**src/rtl/pong_pkg.sv**
```systemverilog
// Shared constants, encodings and small helpers for the pong datapath.
package pong_pkg;

  localparam int unsigned SCR_W    = 160;
  localparam int unsigned SCR_H    = 120;
  localparam int unsigned PAD_W    = 2;
  localparam int unsigned PAD_H    = 16;
  localparam int unsigned BALL_SZ  = 4;
  localparam int unsigned PAD_STEP = 2;
  localparam int unsigned LPAD_X   = 2;
  localparam int unsigned RPAD_X   = 156;

  localparam logic [2:0] BG_COL   = 3'b000;
  localparam logic [2:0] PAD_COL  = 3'b111;
  localparam logic [2:0] BALL_COL = 3'b010;

  localparam logic [6:0] PAD_Y_RST  = 7'd52;
  localparam logic [7:0] BALL_X_RST = 8'd78;
  localparam logic [6:0] BALL_Y_RST = 7'd58;

  localparam logic [6:0] PAD_Y_MAX  = 7'(SCR_H - PAD_H);
  localparam logic [6:0] BALL_Y_MAX = 7'(SCR_H - BALL_SZ);
  localparam logic [7:0] BALL_X_MAX = 8'(SCR_W - BALL_SZ);
  localparam logic [7:0] LBOUNCE_X  = 8'(LPAD_X + PAD_W);
  localparam logic [7:0] RBOUNCE_X  = 8'(RPAD_X - BALL_SZ);

  typedef enum logic [1:0] {
    WIN_NONE  = 2'b00,
    WIN_LEFT  = 2'b01,
    WIN_RIGHT = 2'b10
  } winner_e;

  typedef enum logic [1:0] {
    OBJ_CLEAR,
    OBJ_LPAD,
    OBJ_RPAD,
    OBJ_BALL
  } obj_e;

  function automatic logic [6:0] pad_next(logic [6:0] y, logic up, logic dn);
    logic [6:0] r;
    r = y;
    if (up && !dn)
      r = (y < 7'(PAD_STEP)) ? '0 : y - 7'(PAD_STEP);
    else if (dn && !up)
      r = (y >= PAD_Y_MAX - 7'(PAD_STEP)) ? PAD_Y_MAX : y + 7'(PAD_STEP);
    return r;
  endfunction

  function automatic logic ball_overlaps(logic [6:0] by, logic [6:0] pad_y);
    logic [7:0] b;
    logic [7:0] p;
    b = {1'b0, by};
    p = {1'b0, pad_y};
    return (b + 8'(BALL_SZ - 1) >= p) && (b <= p + 8'(PAD_H - 1));
  endfunction

endpackage

```
**src/rtl/pong_datapath_if.sv**
```systemverilog
// Strobe/key/pixel bundle between the pong control FSM and the datapath.
interface pong_datapath_if;
  logic       menu;
  logic       move_pads;
  logic       move_ball;
  logic       load_clear_screen;
  logic       load_left_pad;
  logic       load_right_pad;
  logic       load_ball;
  logic       clear_screen;
  logic       draw_left_pad;
  logic       draw_right_pad;
  logic       draw_ball;
  logic       reset_delta;
  logic       l_up;
  logic       l_down;
  logic       r_up;
  logic       r_down;
  logic [7:0] x;
  logic [6:0] y;
  logic [2:0] colour;
  logic       gameover;
  logic [1:0] winner;

  modport master (
    output menu, move_pads, move_ball,
    output load_clear_screen, load_left_pad, load_right_pad, load_ball,
    output clear_screen, draw_left_pad, draw_right_pad, draw_ball,
    output reset_delta, l_up, l_down, r_up, r_down,
    input  x, y, colour, gameover, winner
  );

  modport slave (
    input  menu, move_pads, move_ball,
    input  load_clear_screen, load_left_pad, load_right_pad, load_ball,
    input  clear_screen, draw_left_pad, draw_right_pad, draw_ball,
    input  reset_delta, l_up, l_down, r_up, r_down,
    output x, y, colour, gameover, winner
  );
endinterface

```
**src/rtl/pong_rect_scanner.sv**
```systemverilog
// Raster scanner over a latched rectangle: x/y = base + (col,row), advanced per step.
module pong_rect_scanner (
  input  logic       clk,
  input  logic       rst,
  input  logic       load_i,
  input  logic       step_i,
  input  logic       clr_offset_i,
  input  logic [7:0] base_x_i,
  input  logic [6:0] base_y_i,
  input  logic [7:0] w_i,
  input  logic [6:0] h_i,
  output logic [7:0] x_o,
  output logic [6:0] y_o,
  output logic       last_o
);
  import pong_pkg::*;

  logic [7:0] base_x_q, w_q, col_q, col_d;
  logic [6:0] base_y_q, h_q, row_q, row_d;
  logic       col_end;

  assign col_end = (col_q == w_q - 8'd1);
  assign last_o  = col_end && (row_q == h_q - 7'd1);
  assign x_o     = base_x_q + col_q;
  assign y_o     = base_y_q + row_q;

  always_comb begin
    col_d = col_q;
    row_d = row_q;
    if (step_i && !last_o) begin
      if (col_end) begin
        col_d = '0;
        row_d = row_q + 7'd1;
      end else begin
        col_d = col_q + 8'd1;
      end
    end
  end

  always_ff @(posedge clk) begin
    if (rst) begin
      base_x_q <= '0;
      base_y_q <= '0;
      w_q      <= 8'(SCR_W);
      h_q      <= 7'(SCR_H);
      col_q    <= '0;
      row_q    <= '0;
    end else if (load_i) begin
      base_x_q <= base_x_i;
      base_y_q <= base_y_i;
      w_q      <= w_i;
      h_q      <= h_i;
      col_q    <= '0;
      row_q    <= '0;
    end else if (clr_offset_i) begin
      col_q <= '0;
      row_q <= '0;
    end else begin
      col_q <= col_d;
      row_q <= row_d;
    end
  end

endmodule

```
**src/rtl/pong_datapath.sv**
```systemverilog
// Pong game state (paddles, ball, gameover/winner) and pixel generator for the VGA adapter.
module pong_datapath
  import pong_pkg::*;
(
  input  logic           clk,
  input  logic           reset,
  pong_datapath_if.slave bus
);

  logic [6:0] lpad_y_q, lpad_y_d, rpad_y_q, rpad_y_d;
  logic [7:0] bx_q, bx_d;
  logic [6:0] by_q, by_d;
  logic       dx_neg_q, dx_neg_d, dy_neg_q, dy_neg_d;
  logic       gameover_q, gameover_d;
  winner_e    winner_q, winner_d;
  logic [2:0] colour_q;

  logic       clr, move_any, load_any, draw_any;
  logic       do_pads, do_ball, do_load, do_step;
  obj_e       obj;
  logic [7:0] ld_x, ld_w;
  logic [6:0] ld_y, ld_h;
  logic [2:0] ld_col;
  logic       scan_last;
  logic       frozen;

  assign clr      = reset || bus.menu;
  assign move_any = bus.move_pads || bus.move_ball;
  assign load_any = bus.load_clear_screen || bus.load_left_pad ||
                    bus.load_right_pad || bus.load_ball;
  assign draw_any = bus.clear_screen || bus.draw_left_pad ||
                    bus.draw_right_pad || bus.draw_ball;

  assign do_pads = !bus.menu && bus.move_pads;
  assign do_ball = !bus.menu && !bus.move_pads && bus.move_ball;
  assign do_load = !bus.menu && !move_any && load_any;
  assign do_step = !bus.menu && !move_any && !load_any && draw_any && !scan_last;

  assign lpad_y_d = pad_next(lpad_y_q, bus.l_up, bus.l_down);
  assign rpad_y_d = pad_next(rpad_y_q, bus.r_up, bus.r_down);

  // Only one x rule fires; a wall hit freezes both axes so the ball stays where it left.
  always_comb begin
    bx_d       = bx_q;
    by_d       = by_q;
    dx_neg_d   = dx_neg_q;
    dy_neg_d   = dy_neg_q;
    gameover_d = gameover_q;
    winner_d   = winner_q;
    frozen     = 1'b0;
    if (dx_neg_q && bx_q == LBOUNCE_X && ball_overlaps(by_q, lpad_y_q)) begin
      dx_neg_d = 1'b0;
      bx_d     = LBOUNCE_X + 8'd1;
    end else if (!dx_neg_q && bx_q == RBOUNCE_X && ball_overlaps(by_q, rpad_y_q)) begin
      dx_neg_d = 1'b1;
      bx_d     = RBOUNCE_X - 8'd1;
    end else if (dx_neg_q && bx_q == 8'd0) begin
      gameover_d = 1'b1;
      winner_d   = WIN_RIGHT;
      frozen     = 1'b1;
    end else if (!dx_neg_q && bx_q == BALL_X_MAX) begin
      gameover_d = 1'b1;
      winner_d   = WIN_LEFT;
      frozen     = 1'b1;
    end else begin
      bx_d = dx_neg_q ? bx_q - 8'd1 : bx_q + 8'd1;
    end

    if (!frozen) begin
      if (dy_neg_q) begin
        if (by_q == 7'd0) begin
          dy_neg_d = 1'b0;
          by_d     = 7'd1;
        end else begin
          by_d = by_q - 7'd1;
        end
      end else if (by_q == BALL_Y_MAX) begin
        dy_neg_d = 1'b1;
        by_d     = by_q - 7'd1;
      end else begin
        by_d = by_q + 7'd1;
      end
    end
  end

  always_comb begin
    obj = OBJ_CLEAR;
    if (bus.load_left_pad)       obj = OBJ_LPAD;
    else if (bus.load_right_pad) obj = OBJ_RPAD;
    else if (bus.load_ball)      obj = OBJ_BALL;
  end

  always_comb begin
    ld_x   = '0;
    ld_y   = '0;
    ld_w   = 8'(SCR_W);
    ld_h   = 7'(SCR_H);
    ld_col = BG_COL;
    case (obj)
      OBJ_LPAD: begin
        ld_x = 8'(LPAD_X);  ld_y = lpad_y_q;
        ld_w = 8'(PAD_W);   ld_h = 7'(PAD_H);   ld_col = PAD_COL;
      end
      OBJ_RPAD: begin
        ld_x = 8'(RPAD_X);  ld_y = rpad_y_q;
        ld_w = 8'(PAD_W);   ld_h = 7'(PAD_H);   ld_col = PAD_COL;
      end
      OBJ_BALL: begin
        ld_x = bx_q;        ld_y = by_q;
        ld_w = 8'(BALL_SZ); ld_h = 7'(BALL_SZ); ld_col = BALL_COL;
      end
      default: ;
    endcase
  end

  always_ff @(posedge clk) begin
    if (clr) begin
      lpad_y_q   <= PAD_Y_RST;
      rpad_y_q   <= PAD_Y_RST;
      bx_q       <= BALL_X_RST;
      by_q       <= BALL_Y_RST;
      dx_neg_q   <= 1'b0;
      dy_neg_q   <= 1'b0;
      gameover_q <= 1'b0;
      winner_q   <= WIN_NONE;
      colour_q   <= BG_COL;
    end else if (do_pads) begin
      lpad_y_q <= lpad_y_d;
      rpad_y_q <= rpad_y_d;
    end else if (do_ball) begin
      bx_q       <= bx_d;
      by_q       <= by_d;
      dx_neg_q   <= dx_neg_d;
      dy_neg_q   <= dy_neg_d;
      gameover_q <= gameover_d;
      winner_q   <= winner_d;
    end else if (do_load) begin
      colour_q <= ld_col;
    end
  end

  pong_rect_scanner u_scan (
    .clk          (clk),
    .rst          (clr),
    .load_i       (do_load),
    .step_i       (do_step),
    .clr_offset_i (bus.reset_delta),
    .base_x_i     (ld_x),
    .base_y_i     (ld_y),
    .w_i          (ld_w),
    .h_i          (ld_h),
    .x_o          (bus.x),
    .y_o          (bus.y),
    .last_o       (scan_last)
  );

  assign bus.colour   = colour_q;
  assign bus.gameover = gameover_q;
  assign bus.winner   = winner_q;

endmodule
```
**src/flat_wrapper.sv**
```systemverilog
// flat-port wrapper written by rule: the top's interface ports become plain ports
module pong_datapath_flat import pong_pkg::*;
  (clk, reset, bus_menu, bus_move_pads, bus_move_ball, bus_load_clear_screen, bus_load_left_pad, bus_load_right_pad, bus_load_ball, bus_clear_screen, bus_draw_left_pad, bus_draw_right_pad, bus_draw_ball, bus_reset_delta, bus_l_up, bus_l_down, bus_r_up, bus_r_down, bus_x, bus_y, bus_colour, bus_gameover, bus_winner);
  pong_datapath_if bus_i ();
  input  logic clk;
  input  logic reset;
  input wire logic [$bits(bus_i.menu)-1:0] bus_menu;
  input wire logic [$bits(bus_i.move_pads)-1:0] bus_move_pads;
  input wire logic [$bits(bus_i.move_ball)-1:0] bus_move_ball;
  input wire logic [$bits(bus_i.load_clear_screen)-1:0] bus_load_clear_screen;
  input wire logic [$bits(bus_i.load_left_pad)-1:0] bus_load_left_pad;
  input wire logic [$bits(bus_i.load_right_pad)-1:0] bus_load_right_pad;
  input wire logic [$bits(bus_i.load_ball)-1:0] bus_load_ball;
  input wire logic [$bits(bus_i.clear_screen)-1:0] bus_clear_screen;
  input wire logic [$bits(bus_i.draw_left_pad)-1:0] bus_draw_left_pad;
  input wire logic [$bits(bus_i.draw_right_pad)-1:0] bus_draw_right_pad;
  input wire logic [$bits(bus_i.draw_ball)-1:0] bus_draw_ball;
  input wire logic [$bits(bus_i.reset_delta)-1:0] bus_reset_delta;
  input wire logic [$bits(bus_i.l_up)-1:0] bus_l_up;
  input wire logic [$bits(bus_i.l_down)-1:0] bus_l_down;
  input wire logic [$bits(bus_i.r_up)-1:0] bus_r_up;
  input wire logic [$bits(bus_i.r_down)-1:0] bus_r_down;
  output wire logic [$bits(bus_i.x)-1:0] bus_x;
  output wire logic [$bits(bus_i.y)-1:0] bus_y;
  output wire logic [$bits(bus_i.colour)-1:0] bus_colour;
  output wire logic [$bits(bus_i.gameover)-1:0] bus_gameover;
  output wire logic [$bits(bus_i.winner)-1:0] bus_winner;
  assign bus_i.menu = bus_menu;
  assign bus_i.move_pads = bus_move_pads;
  assign bus_i.move_ball = bus_move_ball;
  assign bus_i.load_clear_screen = bus_load_clear_screen;
  assign bus_i.load_left_pad = bus_load_left_pad;
  assign bus_i.load_right_pad = bus_load_right_pad;
  assign bus_i.load_ball = bus_load_ball;
  assign bus_i.clear_screen = bus_clear_screen;
  assign bus_i.draw_left_pad = bus_draw_left_pad;
  assign bus_i.draw_right_pad = bus_draw_right_pad;
  assign bus_i.draw_ball = bus_draw_ball;
  assign bus_i.reset_delta = bus_reset_delta;
  assign bus_i.l_up = bus_l_up;
  assign bus_i.l_down = bus_l_down;
  assign bus_i.r_up = bus_r_up;
  assign bus_i.r_down = bus_r_down;
  assign bus_x = bus_i.x;
  assign bus_y = bus_i.y;
  assign bus_colour = bus_i.colour;
  assign bus_gameover = bus_i.gameover;
  assign bus_winner = bus_i.winner;
  pong_datapath u_core (.clk(clk), .reset(reset), .bus(bus_i));
endmodule
```
**config.mk**
```make
export PLATFORM = sky130hd
export DESIGN_NAME = pong_datapath_flat
export DESIGN_NICKNAME = d
export VERILOG_FILES = /design/src/rtl/pong_pkg.sv /design/src/rtl/pong_datapath_if.sv /design/src/rtl/pong_rect_scanner.sv /design/src/rtl/pong_datapath.sv /design/src/flat_wrapper.sv
export SDC_FILE = /design/constraint.sdc
export NUM_CORES = 1
export LEC_CHECK = 0
export CORE_ASPECT_RATIO = 1.5
export CORE_MARGIN = 4
export CORE_UTILIZATION = 55
export CTS_CLUSTER_DIAMETER = 50
export DETAILED_ROUTE_END_ITERATION = 10
export PLACE_DENSITY = 0.78
export SLEW_MARGIN = 0
export SYNTH_ARGS = -nofsm -noshare
export SYNTH_HDL_FRONTEND = slang
export SYNTH_SLANG_ARGS = --single-unit
export TNS_END_PERCENT = 1
```
**constraint.sdc**
```tcl
create_clock -name clk -period 3.8 [get_ports clk]
set_input_delay 0.76 -clock clk [delete_from_list [all_inputs] [get_ports clk]]
set_output_delay 0.76 -clock clk [all_outputs]
set_load 0.02 [all_outputs]
```
After elaboration in Yosys (flattened, before gate mapping)
Cells that the tools add are included.
W data, S select, Z words.
{"block": "classes", "n_addsub": 17, "magnitude_cmp": 8, "n_eq_ne": 11, "muxes": 38, "bitwise": 5, "reduce_logical": 56}
{"cell": "$mux W7", "count": 11}
{"cell": "$mux W8", "count": 6}
{"cell": "$pmux W8 S3", "count": 1}
{"cell": "$logic_and A1 B1 Y1", "count": 22}
{"cell": "$pmux W7 S3", "count": 1}
{"cell": "$add A7 B4 Y8 const B", "count": 2}
{"cell": "$add A8 B1 Y8 const B", "count": 2}
{"cell": "$eq A8 B8 Y1 const B", "count": 2}
{"cell": "$ge A8 B7 Y1", "count": 2}
{"cell": "$le A7 B8 Y1", "count": 2}
{"cell": "$pmux W8 S2", "count": 1}
{"cell": "$sub A8 B1 Y8 const B", "count": 2}
{"cell": "$add A7 B1 Y7 const B", "count": 2}
{"cell": "$add A7 B2 Y7 const B", "count": 2}
{"cell": "$ge A7 B7 Y1 const B", "count": 2}
{"cell": "$lt A7 B2 Y1 const B", "count": 2}
{"cell": "$pmux W7 S2", "count": 1}
{"cell": "$sub A7 B1 Y7 const B", "count": 2}
{"cell": "$sub A7 B2 Y7 const B", "count": 2}
{"cell": "$mux W1", "count": 11}
{"cell": "$logic_not A1 Y1", "count": 10}
{"cell": "$mux W2", "count": 5}
{"cell": "$reduce_and A3 Y1", "count": 3}
{"cell": "$add A7 B2 Y8 const B", "count": 1}
{"cell": "other kinds (20)", "count": 38}
{"block": "word_totals", "ff_bits": 82, "output_inout_bits": 21}

Longest topological paths before layout
Gate-level depths: netlist of run 1.
{"block": "depth", "word_depth": 9, "depth_mapped": 12, "mapped_depth_nobuf": 12}

By module
A second synthesis of run 1 with hierarchy kept.
{"block": "hier_totals", "hier_cells": 771, "hier_area_um2": 6311.1}
{"module": "pong_datapath", "n_inst": 1, "cells_each": 449, "area_per_inst_um2": 3469.6, "seq_area_each_um2": 680.7}
{"module": "pong_rect_scanner", "n_inst": 1, "cells_each": 322, "area_per_inst_um2": 2841.5, "seq_area_each_um2": 900.9}

Least setup slack after synthesis of run 1
No wires, ideal clock.
{"block": "synth_timing", "path_kind": "register to register", "startpoint": "register u_core.by_q[0]", "endpoint": "register u_core.bx_q[5]", "setup_ns": 0.101, "t_arrival_ns": 2.727, "t_required_ns": 3.699, "path_slack_ns": 0.972, "path_stages_with_launch": 12, "path_buffers": 1, "path_cell_list": "dfxtp_1 > clkbuf_1 > inv_1 > ha_1 > xnor2_1 > ha_1 > and3b_1 > o311ai_0 > a21oi_1 > o2111ai_1 > nand2_1 > o41ai_1"}
{"block": "synth_via", "elab_chain_len": 6, "elab_cells_between_ends": 14, "classes_between": "add/sub (1); order compare (4); eq/ne (2); mux (2); reduce/logical (5)"}
{"item": "from (decl)", "line_no": "pong_datapath.sv:12", "rtl": "logic [6:0] by_q, by_d;"}
{"item": "from (signal assigned)", "line_no": "pong_datapath.sv:132", "rtl": "by_q <= by_d;"}
{"item": "$add A7 B2 Y8", "line_no": "pong_pkg.sv:55", "rtl": "return (b + 8'(BALL_SZ - 1) >= p) && (b <= p + 8'(PAD_H - 1));"}
{"item": "$ge A8 B7 Y1", "line_no": "pong_pkg.sv:55"}
{"item": "$logic_and A1 B1 Y1", "line_no": "pong_pkg.sv:55"}
{"item": "$logic_and A1 B1 Y1 (on tied branches)", "line_no": "pong_datapath.sv:54, pong_datapath.sv:51"}
{"item": "$ne A3 B1 Y1 (no source line) / $mux W8 (equally long branches)"}
{"item": "$reduce_and A4 Y1 (no source line) / $mux W8 (equally long branches)"}
{"item": "to (signal assigned)", "line_no": "pong_datapath.sv:120", "rtl": "bx_q <= BALL_X_RST;"}
{"item": "to (signal assigned)", "line_no": "pong_datapath.sv:131", "rtl": "bx_q <= bx_d;"}
{"item": "to (decl)", "line_no": "pong_datapath.sv:11", "rtl": "logic [7:0] bx_q, bx_d;"}
Several ways; a longest one is shown, not always the timed one.
A chain may end at the register's enable or synchronous reset.

Worst setup path in the final report of run 1
{"block": "layout_timing", "startpoint": "register u_core.u_scan.col_q[1]", "endpoint": "output bus_x[7]"}
{"block": "layout_via", "elab_chain_len": 1}
{"item": "from (decl)", "line_no": "pong_rect_scanner.sv:18", "rtl": "logic [7:0] base_x_q, w_q, col_q, col_d;"}
{"item": "from (signal assigned)", "line_no": "pong_rect_scanner.sv:59", "rtl": "col_q <= col_d;"}
{"item": "$add A8 B8 Y8", "line_no": "pong_rect_scanner.sv:24", "rtl": "assign x_o = base_x_q + col_q;"}
{"item": "to (decl)", "line_no": "flat_wrapper.sv:23", "rtl": "output wire logic [$bits(bus_i.x)-1:0] bus_x;"}
Every way passes these cells.

==> reports/qor.yml, run 1 <==
status: "finished clean"
finClkSkew_ps: 7.24
synth_edf_count: 0
reg2reg_depth: 10
synth_top_area_cell: "dfxtp_1"
drtIter0Drc: 447
antenna_found_initial: 0
num_vias: 5281
power_leakage_nw: 2.51
grt_pass1_vias: 5220
fp-row-count: 44
powerDensity_mw_per_mm2: 279
slew_headroom_pct: 52.4
boundaryPins: 39
fill_cells: 782
end_kind: "output pin"
slowest_delay_ps: 620
grt_use_total_pct: 24.9
vias_per_cell: 6.28
wl_um: 14100
start_kind: "register"
worst_slack_ps: 267
min_from: "u_core.u_scan.base_x_q[6]"
cts_tree: "done"
syn_area_per_cell_sq_um: 7.96
final_util_pct: 64.7
cp.arrival_ps: 2770
drc_errors: 0
cp_cell_sequence: "ha_1, a21o_1, a21oi_1, nor2b_1, o21a_1, o41ai_1, xnor2_1, clkdlybuf4s50_1"
min_period_ps: 3530
maxSlewViolCount: 0
ant_nets: 0
clk_latency_ps: 340
placed_cell_area_sq_mm: 0.00599
criticalPathCategory: "reg -> out"
antennaDiodeCount: 0
rrSetupSlack_ps: 690
grt-ovfl-total: 0
drt-wirelength-per-cell_um: 16.8
synth_area_sq_mm: 0.00555
hold_path_depth: 2
ys.flop_type: "dfxtp_1"
critPathMaxFanout: 8
finalHoldViolCount: 0
synth_area_leaders: "dfxtp_1 (25%), ha_1 (15%), a21oi_1 (6.1%)"
cts_made_buffers: 9
drt-pass1-iter-count: 5
gp_congestion: 0.918
async_flop_share_pct: 0
netlist_instances: 697
die_h_um: 131
ys_warn_count: 0
pre_cts_ws_ps: 538
fin_nets: 809
max-vdd-ir-drop_mv: 0.207
fmax_mhz: 283
netlist_top_cells_count: "a21oi_1 (68), dfxtp_1 (68), ha_1 (65)"
path_buf_inv: 1
tightest_slew_ps: 714
regArea_sq_mm: 0.00136
grt_max_degree: 32
min_period_over_period_pct: 93.0
area_growth_syn_to_layout_pct: 13.7
die_area_sq_mm: 0.0118
synth_top_area_share_pct: 24.5
fp.dieW_um: 90.0
grt_pass1_wl_um: 24300
cp_top_family: "compound AO/OA/AOI/OAI gates"
drive_above_1_share_pct: 5.10
clockBufferDepth: 2
required_ps: 3040
syn_nets: 785
drv_cap: 0
dp_hpwl_um: 10700
rsz0062_at_grt: "no"
h-tree-depth: 3
reg2reg_from: "u_core.by_q[0]"
crit_slowest_cell: "clkdlybuf4s50_1"
ys_types: 68
fin_tns_setup_ps: 0
ctsRootBufferMaster: "clkbuf_16"
dpl.cell_count: 825
multi_input_area_sq_mm: 0.00386
cts.clk_slew.worst_paths_ps: 60
setup_violations: 0
io_buffers: 38
core_sq_mm: 0.00974
final_area_sq_mm: 0.00631
min_path_type: "reg -> reg"
ys_seq_area_share_pct: 24.5
synth_seq_cells: 68
start_util_pct: 56.9
worstReg2RegEnd: "u_core.bx_q[5]"
whs_endpoint: "u_core.u_scan.base_x_q[6]"
fin_cells: 841
cts_sinks: 68
[worst max-delay path by stage]
stage / slack [ps] / endpoint / from / cells past startpoint
finish: 270 / bus_x[7] / u_core.u_scan.col_q[1] / 8
global route: 120 / bus_x[7] / u_core.u_scan.col_q[1] / 8
CTS: 180 / bus_x[7] / u_core.u_scan.col_q[1] / 8
detailed placement: 540 / bus_x[7] / u_core.u_scan.col_q[1] / 8
global placement: 580 / bus_x[7] / u_core.u_scan.col_q[1] / 8
floorplan: 970 / u_core.bx_q[5] / u_core.by_q[0] / 11
[timing repair]
| action | CTS | global route |
|---|---|---|
| endpoints found under the setup margin | 0 | 1 |
| endpoints found under the hold margin | 0 | 0 |
| hold buffers | 0 | 0 |
| setup buffers | 0 | 0 |
| resized for setup | 0 | 1 |
[cells in the final DEF (no fill, tap or decap), types with 10 or more instances in the layout]
cell | synthesis | final
a21o_1 | 13 | 13
a21oi_1 | 68 | 68
clkdlybuf4s50_1 | 0 | 38
dfxtp_1 | 68 | 67
ha_1 | 65 | 65
inv_1 | 52 | 52
nand2_1 | 39 | 39
nand3_1 | 20 | 20
nand4_1 | 10 | 10
nor2_1 | 59 | 59
nor3_1 | 26 | 26
o21ai_0 | 33 | 33
or3_1 | 10 | 10
xnor2_1 | 34 | 34
xor2_1 | 14 | 14
[logic make-up (layout without fill, tap and decap cells)]
family,count (synthesis),in the layout,share of synthesized area (%)
buffers and inverters,84,113,5.91
and+or+nand+nor,221,221,20.4
xor gates and xnor gates,48,48,7.58
DFF,68,68,24.5
adders and majority gates,70,70,16.5
AOI/OAI and AO/OA,199,199,23.8
muxes,7,7,1.26
[registers in the layout (all words and copies together) (netlist names)]
register                count
u_core.bx_q                 8
u_core.u_scan.base_x_q      8
u_core.u_scan.col_q         8
u_core.by_q                 7
u_core.u_scan.base_y_q      7
u_core.u_scan.row_q         7
u_core.lpad_y_q             6
u_core.rpad_y_q             6
u_core.u_scan.w_q           3
u_core.bus.colour           2
u_core.bus.winner           2
u_core.bus.gameover         1
u_core.dx_neg_q             1
u_core.dy_neg_q             1
u_core.u_scan.h_q           1
[area by class of cell]
| cell class | instances | share of cell area (%) |
|---|---|---|
| clock inverters | 3 | 0.694 |
| inverters | 52 | 3.09 |
| multi-input cells | 545 | 61.2 |
| repair buffers | 45 | 6.86 |
| flip-flops and latches | 68 | 21.6 |
| clock buffers | 13 | 4.28 |
| well taps | 115 | 2.28 |
[where the power goes]
part           total (mW)  switching, mW  internal (mW)
Sequential          0.728        0.00855          0.719
Combinational       0.157         0.0921         0.0651
Clock               0.875          0.314          0.562
[metrics by stage]
stage          power [mW]  hold WS, ps
6_report             1.76          465
5_1_grt              1.82          490
4_1_cts              1.77          467
3_5_place_dp        0.898          457
3_3_place_gp        0.892          452
2_1_floorplan       0.841          436
[tightest hold or removal path, stage by stage, from the launching register on]
cell     delay (ps)
dfxtp_1         320
nand2_1          50
a21oi_1          50
[layer usage]
layer | part of all wire, % | global-route usage (%) | vias to the layer above | wire length (um)
met2 | 51 | 44.9 | 182 | 7180
li1 | - | - | 2586 | -
met5 | 0 | 0 | - | 0
met4 | 4.3 | 14.2 | 0 | 608
met1 | 40 | 28.1 | 2454 | 5660
met3 | 4.7 | 3.95 | 59 | 670
(Power assumes the default switching activity.)
==> run 2, diff against run 1 <==
--- a/config.mk
+++ b/config.mk
@@ -10,4 +10,5 @@
 export CORE_UTILIZATION = 55
 export CTS_CLUSTER_DIAMETER = 50
+export CTS_CLUSTER_SIZE = 14
 export DETAILED_ROUTE_END_ITERATION = 10
 export PLACE_DENSITY = 0.78
==> constraint.sdc (replaced) <==
create_clock -name clk -period 3.8 [get_ports clk]
set_input_delay 0.57 -clock clk [delete_from_list [all_inputs] [get_ports clk]]
set_output_delay 0.57 -clock clk [all_outputs]
set_load 0.02 [all_outputs]
==> reports/qor.yml, run 2 (same netlist as run 1, synthesis figures left out) <==
status: "finished clean"
num_vias: 5290  # +0.17%
dp_hpwl_um: 10900  # +2.0%
cts.clk_slew.worst_paths_ps: 60  # about the same
cts_hold_buf: 0  # unchanged
area_growth_syn_to_layout_pct: 13.6  # about the same
end_kind: "output pin"
setup_violations: 0  # unchanged
final_util_pct: 64.7  # about the same
h-tree-depth: 3  # unchanged
hold_path_depth: 2  # unchanged
finalHoldViolCount: 0  # unchanged
start_util_pct: 56.9  # unchanged
finalHoldWorstSlack_ps: 458  # -7.28 ps
met3_usage_pct: 4.70  # +0.74 points
drive_above_1_share_pct: 5.10  # unchanged
antenna_found_initial: 0  # unchanged
whs_endpoint: "u_core.u_scan.base_x_q[0]"
min_from: "u_core.u_scan.base_x_q[0]"
reg2reg_depth: 9  # -1
drtIter0Drc: 611  # +37%
fmax_mhz: 287  # +1.6%
io_buffers: 38  # unchanged
cts_setup_buffers: 0  # unchanged
p_comb_share_pct: 8.9  # about the same
die_area_sq_mm: 0.0118  # unchanged
met1_usage_pct: 27.1  # -1.0 points
power.internal_mw: 1.33  # -1.3%
rsz0062_at_grt: "no"
switching_share_pct: 24.4  # +0.89 points
tightest_slew_ps: 739  # +25.6 ps
criticalPathCategory: "reg -> out"
finClkSkew_ps: 7.20  # -0.0454 ps
fin_nets: 809  # unchanged
max-vdd-ir-drop_mv: 0.222  # +7.2%
reg2reg_from: "u_core.by_q[3]"
placed_cell_area_sq_mm: 0.00599  # unchanged
final_area_sq_mm: 0.00630  # about the same
grt-ovfl-total: 0  # unchanged
reg_top3: "u_core.bx_q x8, u_core.u_scan.base_x_q x8, u_core.u_scan.col_q x8"
worst_slack_ps: 321  # +54.4 ps
power_leakage_nw: 2.50  # -0.37%
critPathMaxFanout: 8  # unchanged
min_path_type: "reg -> reg"
pre_cts_ws_ps: 724  # +185 ps
start_kind: "register"
min_period_ps: 3480  # -54.4 ps
cts_sinks: 68  # unchanged
ant_nets: 0  # unchanged
die_h_um: 131  # unchanged
switching_power_uw: 429  # +3.7%
antennaDiodeCount: 0  # unchanged
grt_pass1_wl_um: 24700  # +1.7%
clockBufferDepth: 2  # unchanged
core_sq_mm: 0.00974  # unchanged
worstReg2RegEnd: "u_core.bx_q[5]"
cts_tree: "done"
clkPwrFrac_pct: 49.7  # about the same
powerDensity_mw_per_mm2: 279  # about the same
use_met2_pct: 48.4  # +3.5 points
p_seq_share_pct: 41.4  # about the same
layout_common_cells: "a21oi_1 (68), dfxtp_1 (68), ha_1 (65)"
cts_made_buffers: 9  # unchanged
ctsRootBufferMaster: "clkbuf_16"
slew_headroom_pct: 50.7  # -1.7 points
postCtsResizedCells: 0  # unchanged
drt-pass1-iter-count: 7  # +2
boundaryPins: 39  # unchanged
fin_tns_setup_ps: 0  # unchanged
grt_max_degree: 32  # unchanged
wl_um: 14600  # +3.4%
grt_pass1_vias: 5351  # +2.5%
grt-busiest-layer: "met2"
grt_use_total_pct: 25.4  # +0.45 points
required_ps: 3230  # +190 ps
vias_per_cell: 6.29  # +0.17%
drc_errors: 0  # unchanged
fp.dieW_um: 90.0  # unchanged
drt-wirelength-per-cell_um: 17.4  # +3.4%
maxSlewViolCount: 0  # unchanged
gp_congestion: 0.906  # -1.4%
clk_latency_ps: 340  # about the same
drv_cap: 0  # unchanged
min_period_over_period_pct: 91.5  # -1.4 points
fill_cells: 805  # +2.9%
fp-row-count: 44  # unchanged
rrSetupSlack_ps: 740  # +50 ps
cp.arrival_ps: 2910  # +140 ps
## run 2: how the worst max path moves through the flow
| stage | slack, ps | startpoint | endpoint |
|---|---|---|---|
| after floorplan | 970 | u_core.by_q[0] | u_core.bx_q[5] |
| after global placement | 770 | u_core.u_scan.col_q[1] | bus_x[7] |
| after detailed placement | 720 | u_core.u_scan.col_q[1] | bus_x[7] |
| after CTS | 300 | u_core.u_scan.col_q[1] | bus_x[7] |
| after global routing | 190 | u_core.u_scan.col_q[1] | bus_x[7] |
| final | 320 | u_core.u_scan.col_q[1] | bus_x[7] |
## run 2: layer usage
metal	vias to the layer above	part of all wire [%]	wire, um
met5	-	0	0
met4	0	3.3	481
met3	51	6.1	884
met2	205	53	7680
met1	2462	38	5550
li1	2572	-	-
## run 2: metrics by stage
stage / instances / total power [mW]
floorplan: 697 / 0.841
global placement: 825 / 0.892
detailed placement: 825 / 0.897
CTS: 841 / 1.77
global route: 841 / 1.82
finish: 841 / 1.76
## run 2: power groups by stage
stage | combinational, mW | clock, mW | sequential (mW)
3_5_place_dp | 0.154 | 0 | 0.743
2_1_floorplan | 0.101 | 0 | 0.740
6_report | 0.157 | 0.874 | 0.728
4_1_cts | 0.156 | 0.886 | 0.727
3_3_place_gp | 0.149 | 0 | 0.743
5_1_grt | 0.174 | 0.917 | 0.728
## run 2: critical path, cell delays in order, from the launching register on
cell and delay, ps:
dfxtp_1 470, ha_1 290, a21o_1 180, a21oi_1 250, nor2b_1 80, o21a_1 190, o41ai_1 350, xnor2_1 170
clkdlybuf4s50_1 620
## run 2: layout make-up
| type | instances | area [sq um] | area share (%) |
|---|---|---|---|
| multi-input cells | 545 | 3860 | 61.2 |
| flip-flops and latches | 68 | 1360 | 21.6 |
| repair buffers | 45 | 433 | 6.87 |
| clock buffers | 11 | 253 | 4.01 |
| inverters | 52 | 195 | 3.10 |
| well taps | 115 | 144 | 2.28 |
| clock inverters | 5 | 58.8 | 0.933 |
